<file path="src/rtl/router_sync_if.sv">
// Signal bundle between the router FSM/FIFOs and router_sync.
// Output handshake: vld_out_n says FIFO n holds data, read_en_n is the reader taking it; a byte leaves on an edge where both are high.
interface router_sync_if;
    logic       detect_addr;
    logic [1:0] din;
    logic       wr_en_req;
    logic       read_en_0, read_en_1, read_en_2;
    logic       empty_0, empty_1, empty_2;
    logic       full_0, full_1, full_2;
    logic [2:0] wr_en;
    logic       fifo_full;
    logic       vld_out_0, vld_out_1, vld_out_2;
    logic       soft_rst_0, soft_rst_1, soft_rst_2;

    modport slave (
        input  detect_addr, din, wr_en_req,
        input  read_en_0, read_en_1, read_en_2,
        input  empty_0, empty_1, empty_2,
        input  full_0, full_1, full_2,
        output wr_en, fifo_full,
        output vld_out_0, vld_out_1, vld_out_2,
        output soft_rst_0, soft_rst_1, soft_rst_2
    );

    modport master (
        output detect_addr, din, wr_en_req,
        output read_en_0, read_en_1, read_en_2,
        output empty_0, empty_1, empty_2,
        output full_0, full_1, full_2,
        input  wr_en, fifo_full,
        input  vld_out_0, vld_out_1, vld_out_2,
        input  soft_rst_0, soft_rst_1, soft_rst_2
    );
endinterface

</file>
<file path="src/rtl/router_sync.sv">
// Write steering to the addressed output FIFO plus per-output watchdogs that
// soft-reset a FIFO whose data sits unread for TIMEOUT consecutive cycles.
module router_sync #(
    parameter int TIMEOUT = 30,
    parameter int CNT_W   = 5
) (
    input logic         clk,
    input logic         rst,
    router_sync_if.slave bus
);
    logic [1:0]       addr_q;
    logic [2:0]       vld;
    logic [2:0]       rd;
    logic [2:0]       full;
    logic [2:0]       srst_q;
    logic [CNT_W-1:0] cnt_q [3];
    logic [2:0]       wr_en;
    logic             fifo_full;

    assign vld  = ~{bus.empty_2, bus.empty_1, bus.empty_0};
    assign rd   = {bus.read_en_2, bus.read_en_1, bus.read_en_0};
    assign full = {bus.full_2, bus.full_1, bus.full_0};

    always_ff @(posedge clk) begin
        if (rst) begin
            addr_q <= 2'd0;
        end else if (bus.detect_addr) begin
            addr_q <= bus.din;
        end
    end

    // Restarting the count on a pulse keeps soft resets at least TIMEOUT apart.
    always_ff @(posedge clk) begin
        if (rst) begin
            for (int n = 0; n < 3; n++) begin
                cnt_q[n]  <= '0;
                srst_q[n] <= 1'b0;
            end
        end else begin
            for (int n = 0; n < 3; n++) begin
                if (!vld[n] || rd[n]) begin
                    cnt_q[n]  <= '0;
                    srst_q[n] <= 1'b0;
                end else if (cnt_q[n] == CNT_W'(TIMEOUT - 1)) begin
                    cnt_q[n]  <= '0;
                    srst_q[n] <= 1'b1;
                end else begin
                    cnt_q[n]  <= cnt_q[n] + 1'b1;
                    srst_q[n] <= 1'b0;
                end
            end
        end
    end

    // Address 3 selects no FIFO; a FIFO is never written while its soft reset is high.
    always_comb begin
        wr_en     = 3'b000;
        fifo_full = 1'b0;
        if (rst) begin
            fifo_full = bus.full_0;
        end else begin
            case (addr_q)
                2'd0: begin
                    wr_en[0]  = bus.wr_en_req & ~srst_q[0];
                    fifo_full = full[0];
                end
                2'd1: begin
                    wr_en[1]  = bus.wr_en_req & ~srst_q[1];
                    fifo_full = full[1];
                end
                2'd2: begin
                    wr_en[2]  = bus.wr_en_req & ~srst_q[2];
                    fifo_full = full[2];
                end
                default: begin
                    wr_en     = 3'b000;
                    fifo_full = 1'b0;
                end
            endcase
        end
    end

    assign bus.wr_en      = wr_en;
    assign bus.fifo_full  = fifo_full;
    assign bus.vld_out_0  = vld[0];
    assign bus.vld_out_1  = vld[1];
    assign bus.vld_out_2  = vld[2];
    assign bus.soft_rst_0 = srst_q[0];
    assign bus.soft_rst_1 = srst_q[1];
    assign bus.soft_rst_2 = srst_q[2];
endmodule

</file>
<file path="src/flat_wrapper.sv">
// flat-port wrapper written by rule: the top's interface ports become plain ports
module router_sync_flat 
#(
    parameter int TIMEOUT = 30,
    parameter int CNT_W   = 5
)
  (clk, rst, bus_detect_addr, bus_din, bus_wr_en_req, bus_read_en_0, bus_read_en_1, bus_read_en_2, bus_empty_0, bus_empty_1, bus_empty_2, bus_full_0, bus_full_1, bus_full_2, bus_wr_en, bus_fifo_full, bus_vld_out_0, bus_vld_out_1, bus_vld_out_2, bus_soft_rst_0, bus_soft_rst_1, bus_soft_rst_2);
  router_sync_if bus_i ();
  input logic clk;
  input logic rst;
  input wire logic [$bits(bus_i.detect_addr)-1:0] bus_detect_addr;
  input wire logic [$bits(bus_i.din)-1:0] bus_din;
  input wire logic [$bits(bus_i.wr_en_req)-1:0] bus_wr_en_req;
  input wire logic [$bits(bus_i.read_en_0)-1:0] bus_read_en_0;
  input wire logic [$bits(bus_i.read_en_1)-1:0] bus_read_en_1;
  input wire logic [$bits(bus_i.read_en_2)-1:0] bus_read_en_2;
  input wire logic [$bits(bus_i.empty_0)-1:0] bus_empty_0;
  input wire logic [$bits(bus_i.empty_1)-1:0] bus_empty_1;
  input wire logic [$bits(bus_i.empty_2)-1:0] bus_empty_2;
  input wire logic [$bits(bus_i.full_0)-1:0] bus_full_0;
  input wire logic [$bits(bus_i.full_1)-1:0] bus_full_1;
  input wire logic [$bits(bus_i.full_2)-1:0] bus_full_2;
  output wire logic [$bits(bus_i.wr_en)-1:0] bus_wr_en;
  output wire logic [$bits(bus_i.fifo_full)-1:0] bus_fifo_full;
  output wire logic [$bits(bus_i.vld_out_0)-1:0] bus_vld_out_0;
  output wire logic [$bits(bus_i.vld_out_1)-1:0] bus_vld_out_1;
  output wire logic [$bits(bus_i.vld_out_2)-1:0] bus_vld_out_2;
  output wire logic [$bits(bus_i.soft_rst_0)-1:0] bus_soft_rst_0;
  output wire logic [$bits(bus_i.soft_rst_1)-1:0] bus_soft_rst_1;
  output wire logic [$bits(bus_i.soft_rst_2)-1:0] bus_soft_rst_2;
  assign bus_i.detect_addr = bus_detect_addr;
  assign bus_i.din = bus_din;
  assign bus_i.wr_en_req = bus_wr_en_req;
  assign bus_i.read_en_0 = bus_read_en_0;
  assign bus_i.read_en_1 = bus_read_en_1;
  assign bus_i.read_en_2 = bus_read_en_2;
  assign bus_i.empty_0 = bus_empty_0;
  assign bus_i.empty_1 = bus_empty_1;
  assign bus_i.empty_2 = bus_empty_2;
  assign bus_i.full_0 = bus_full_0;
  assign bus_i.full_1 = bus_full_1;
  assign bus_i.full_2 = bus_full_2;
  assign bus_wr_en = bus_i.wr_en;
  assign bus_fifo_full = bus_i.fifo_full;
  assign bus_vld_out_0 = bus_i.vld_out_0;
  assign bus_vld_out_1 = bus_i.vld_out_1;
  assign bus_vld_out_2 = bus_i.vld_out_2;
  assign bus_soft_rst_0 = bus_i.soft_rst_0;
  assign bus_soft_rst_1 = bus_i.soft_rst_1;
  assign bus_soft_rst_2 = bus_i.soft_rst_2;
  router_sync #(.TIMEOUT(TIMEOUT), .CNT_W(CNT_W)) u_core (.clk(clk), .rst(rst), .bus(bus_i));
endmodule
</file>
<file path="config.mk">
export PLATFORM = sky130hd
export DESIGN_NAME = router_sync_flat
export DESIGN_NICKNAME = d
export VERILOG_FILES = /design/src/rtl/router_sync_if.sv /design/src/rtl/router_sync.sv /design/src/flat_wrapper.sv
export SDC_FILE = /design/constraint.sdc
export NUM_CORES = 1
export LEC_CHECK = 0
export CAP_MARGIN = 0
export CORE_MARGIN = 1
export CORE_UTILIZATION = 52
export CTS_CLUSTER_DIAMETER = 150
export DETAILED_ROUTE_END_ITERATION = 8
export PLACE_DENSITY = 0.83
export SYNTH_ARGS = -nofsm -noshare
export SYNTH_HDL_FRONTEND = slang
export SYNTH_SLANG_ARGS = --single-unit
</file>
<file path="constraint.sdc">
create_clock -name clk -period 2.75 [get_ports clk]
set_input_delay 0.6875 -clock clk [delete_from_list [all_inputs] [get_ports clk]]
set_output_delay 0.6875 -clock clk [all_outputs]
set_load 0.02 [all_outputs]
</file>
# == Word level (Yosys, flattened, before mapping) ==
# Memories as Yosys holds them, arrays and structs flattened.
# Cells that the tools add are included.
# W data, S select, Z words.
# op_classes
n_addsub,3
n_eq_ne,5
muxes,50
bitwise,16
reduce_logical,7
# op_table
operator,count
$mux W5,9
$mux W1,39
$add A5 B1 Y5 const B,3
$eq A5 B5 Y1 const B,3
$or A1 B1 Y1,9
$and A1 B1 Y1,3
$logic_not A1 Y1,3
$logic_or A1 B1 Y1,3
$mux W3,1
$not A1 Y1,3
$not A3 Y3,1
$pmux W1 S3,1
$eq A2 B1 Y1 const B,1
$eq A2 B2 Y1 const B,1
$logic_not A2 Y1,1
# totals
ff_bits,5
mem_bits_rw,15
inputBits,15
output_inout_bits,10
mem_count,1
# mem_list
memory,depth,word_bits,read_ports,rd_clocked_by_memory_dff,wr,line_no,source
u_core.cnt_q,3,5,3,0,3,router_sync.sv:16,logic [CNT_W-1:0] cnt_q [3];

# == Longest topological paths before layout ==
# Gate-level depths: netlist (run 1).
# depth
depth_word,9
ltp_mapped,5

# == Least setup slack after synthesis (run 1) ==
# OpenSTA, ideal clock, no wires.
# synth_timing
kind,input to output
startpoint,input port rst
endpoint,output port bus_wr_en[0]
arrival_time_ns,1.593
required_ns,2.062
setup_slack_ns,0.470
stages,3
n_path_buf,1
cell_sequence,buf_6 nand2b_4 nor4_1
# synth_via
elab_chain_len,1
# synth_lines
element,line_no,source
from (decl),flat_wrapper.sv:10,input logic rst;
$mux W3,router_sync.sv:59,if (rst) begin
to (decl),flat_wrapper.sv:23,output wire logic [$bits(bus_i.wr_en)-1:0] bus_wr_en;
# Every way passes these cells.

# == Final worst setup path (run 1) ==
# layout_timing
startpoint,input port rst
endpoint,output port bus_wr_en[2]
# The elaborated chain is that of the path after synthesis.

==> results.yml, run 1 <==
sta:
  fin_crit_sh_pct: 94.9
  timing.fmax_mhz: 383
  setup_viol: 0
  period_minus_slack_ns: 2.61
  tns_ns: 0
  grt_setup_unrepaired: "no"
  hold_slack_ns: 0.627
  hold_viol: 0
  drv_slew: 0
  clock_skew_ns: 0.00865
finish:
  diodes: 0
  synthToLayoutAreaGrowth_pct: 35.9
  fin_area_um2: 1420
  final_common_cell: "clkdlybuf4s50_1"
  final_cell_mix: "clkdlybuf4s50_1 (20), nor2_1 (19), edfxtp_1 (15), conb_1 (15)"
  layout.nets: 155
  drive_gt1_share_pct: 11.3
  fill_cells: 135
  final_util_pct: 78.9
logic_synthesis:
  synth_edf_count: 15
  synth-main-ff-cell: "edfxtp_1"
  seq_area_frac_synth_pct: 52.6
  ys_seq_elements: 20
  syn_area_per_cell_um2: 11.6
  synthArstFlopShare_pct: 0
  synth.cell_area_um2: 1050
  yosysWarnings: 0
  netlist_instances: 90
  ys_types: 22
route:
  vias_per_cell: 4.80
  wirelength_um: 1860
  drt_iter0_drc: 17
  drc: 0
  via_count: 758
  antenna_left: 0
  wl_per_cell_um: 11.8
  firstDrtPassIters: 6
hold_path:
  holdCritPathClass: "flop to flop"
  hold_start: "u_core.cnt_q[1][0]$_SDFFCE_PN0P_"
die:
  die_w_um: 46.9
  start_util_pct: 58.1
  die_y_um: 46.9
  pin_count: 25
  dieArea_um2: 2190
  core_area_um2: 1800
  num_rows: 15
placement:
  io_buffers: 24
  dpl_cell_area_um2: 1370
  dp_hpwl_um: 1520
  place_congestion: 0.671
global_routing:
  grt_overflow_total: 0
  grt_pass1_wl_um: 2820
  grt_max_degree: 13
  antenna_found_initial: 0
  grt_usage_pct: 19.0
  grt_pass1_vias: 689
setup_path:
  cp-end-kind: "primary output"
  slowest_stage: "clkdlybuf4s50_1"
  critPathLaunch: "rst"
  slowest_delay_ns: 0.49
  path_class: "input pin to primary output"
  worstReg2RegStart: "u_core.cnt_q[0][0]$_SDFFCE_PN0P_"
  cp_max_fo: 5
  crit_path_start_kind: "input pin"
  worstPathCellList: "clkdlybuf4s50_1 -> nand2b_4 -> nor4b_2 -> dlygate4sd2_1"
  cp.required_ns: 2.06
  cp.arrival_ns: 1.92
clocking:
  path_clk_slew_ns: 0.11
  cts_inserted_buffers: 3
  cts_tree: "done"
  cts_max_level: 1
  clockBufferDepth: 2
  clk_latency_ns: 0.30
  postCtsSetupBuffers: 0
  clkSinkCount: 20
  cts_root_buf: "clkbuf_4"
job:
  drv_cap: 0
power_and_ir_drop:
  p_per_area_nw_per_um2: 472
  p_leak_nw: 0.576
  vdd_drop_max_v: 0.000538
  total_power_mw: 0.671
status:
  status: "finished, final reports clean"
[flip-flops by register name, summed over array words and instances, names as in the netlist]
name           count
u_core.addr_q      2
u_core.cnt_q      15
u_core.srst_q      3
[critical path, delay by kind of cell]
| kind | cells | cell delay, ns |
|---|---|---|
| buf+inv | 2 | 0.85 |
| simple gates | 2 | 0.39 |
[cell type report]
cell class                      count  area, µm²  share of cell area [%]
Clock buffer                        3       22.5                    1.58
Tap cell                           25       31.3                    2.20
Timing Repair Buffer               26        250                    17.6
Multi-Input combinational cell     77        514                    36.2
Clock inverter                      1       30.0                    2.11
Sequential cell                    20        551                    38.7
Inverter                            6       22.5                    1.58
[routing by layer]
layer  GRT usage [%]  part of all wire, %  wire length, µm
met5               0                    0                0
met4            5.14                 0.75               14
met3            5.77                  9.4              175
met2            36.1                   52              965
met1            20.1                   38              702
[path summary, 6_finish.rpt]
check / to / slack [ns] / depth (start not counted)
min reg2reg: u_core.cnt_q[1][0]$_SDFFCE_PN0P_ / 0.63 / 1
min: u_core.cnt_q[1][0]$_SDFFCE_PN0P_ / 0.63 / 1
max reg2reg: u_core.cnt_q[0][4]$_SDFFCE_PN0P_ / 1.49 / 4
max: bus_wr_en[2] / 0.14 / 4
[synth_stat cells (2+ instances only)]
cell type	instances	area share [%]
dfxtp_1	5	9.6
edfxtp_1	15	43
ha_1	6	7.2
inv_1	6	2.2
mux2i_1	2	1.9
nand2_2	3	1.8
nand3_1	6	2.9
nand4_1	3	1.8
nor2_1	19	6.8
nor2b_1	3	1.8
nor3_4	3	4.7
nor4b_2	2	2.9
xnor2_1	3	2.5
xor2_1	6	5.0
[through the flow]
| step | worst slack [ns] | instances |
|---|---|---|
| 2_1_floorplan | 0.470 | 104 |
| 3_3_place_gp | -0.139 | 154 |
| 3_5_place_dp | -0.173 | 154 |
| 4_1_cts | 0.127 | 158 |
| 5_1_grt | 0.0460 | 158 |
| 6_report | 0.139 | 158 |
[report_power, final]
group | leakage, nW | internal (mW) | switching, mW | total (mW)
Combinational | 0.353 | 0.0445 | 0.0383 | 0.0828
Sequential | 0.195 | 0.338 | 0.0136 | 0.351
Clock | 0.0279 | 0.147 | 0.0899 | 0.237
Total | 0.576 | 0.529 | 0.142 | 0.671
[repair_timing]
item / 4_1_cts / 5_1_grt
endpoints found under the setup margin: 4 / 0
gates resized for setup: 4 / 0
hold buffers: 0 / 0
[kinds of logic (layout without fill, tap and decap cells)]
family	after synthesis	in the layout	synth area share, %
multiplexers	2	2	1.91
flip-flops	20	20	52.6
other	1	15	0.359
adder cells (fa/ha/maj)	6	6	7.18
AND/OR/NAND/NOR	43	43	25.8
AO/OA/AOI/OAI	2	2	1.32
XOR/XNOR	9	9	7.54
buffers and inverters	7	36	3.23
(Power assumes the default switching activity.)
==> run 2, diff against run 1 <==
CTS_CLUSTER_SIZE = 30   (was not set)
==> results of run 2 <==
Final layout, timing and power as in run 1 (identical DEF).
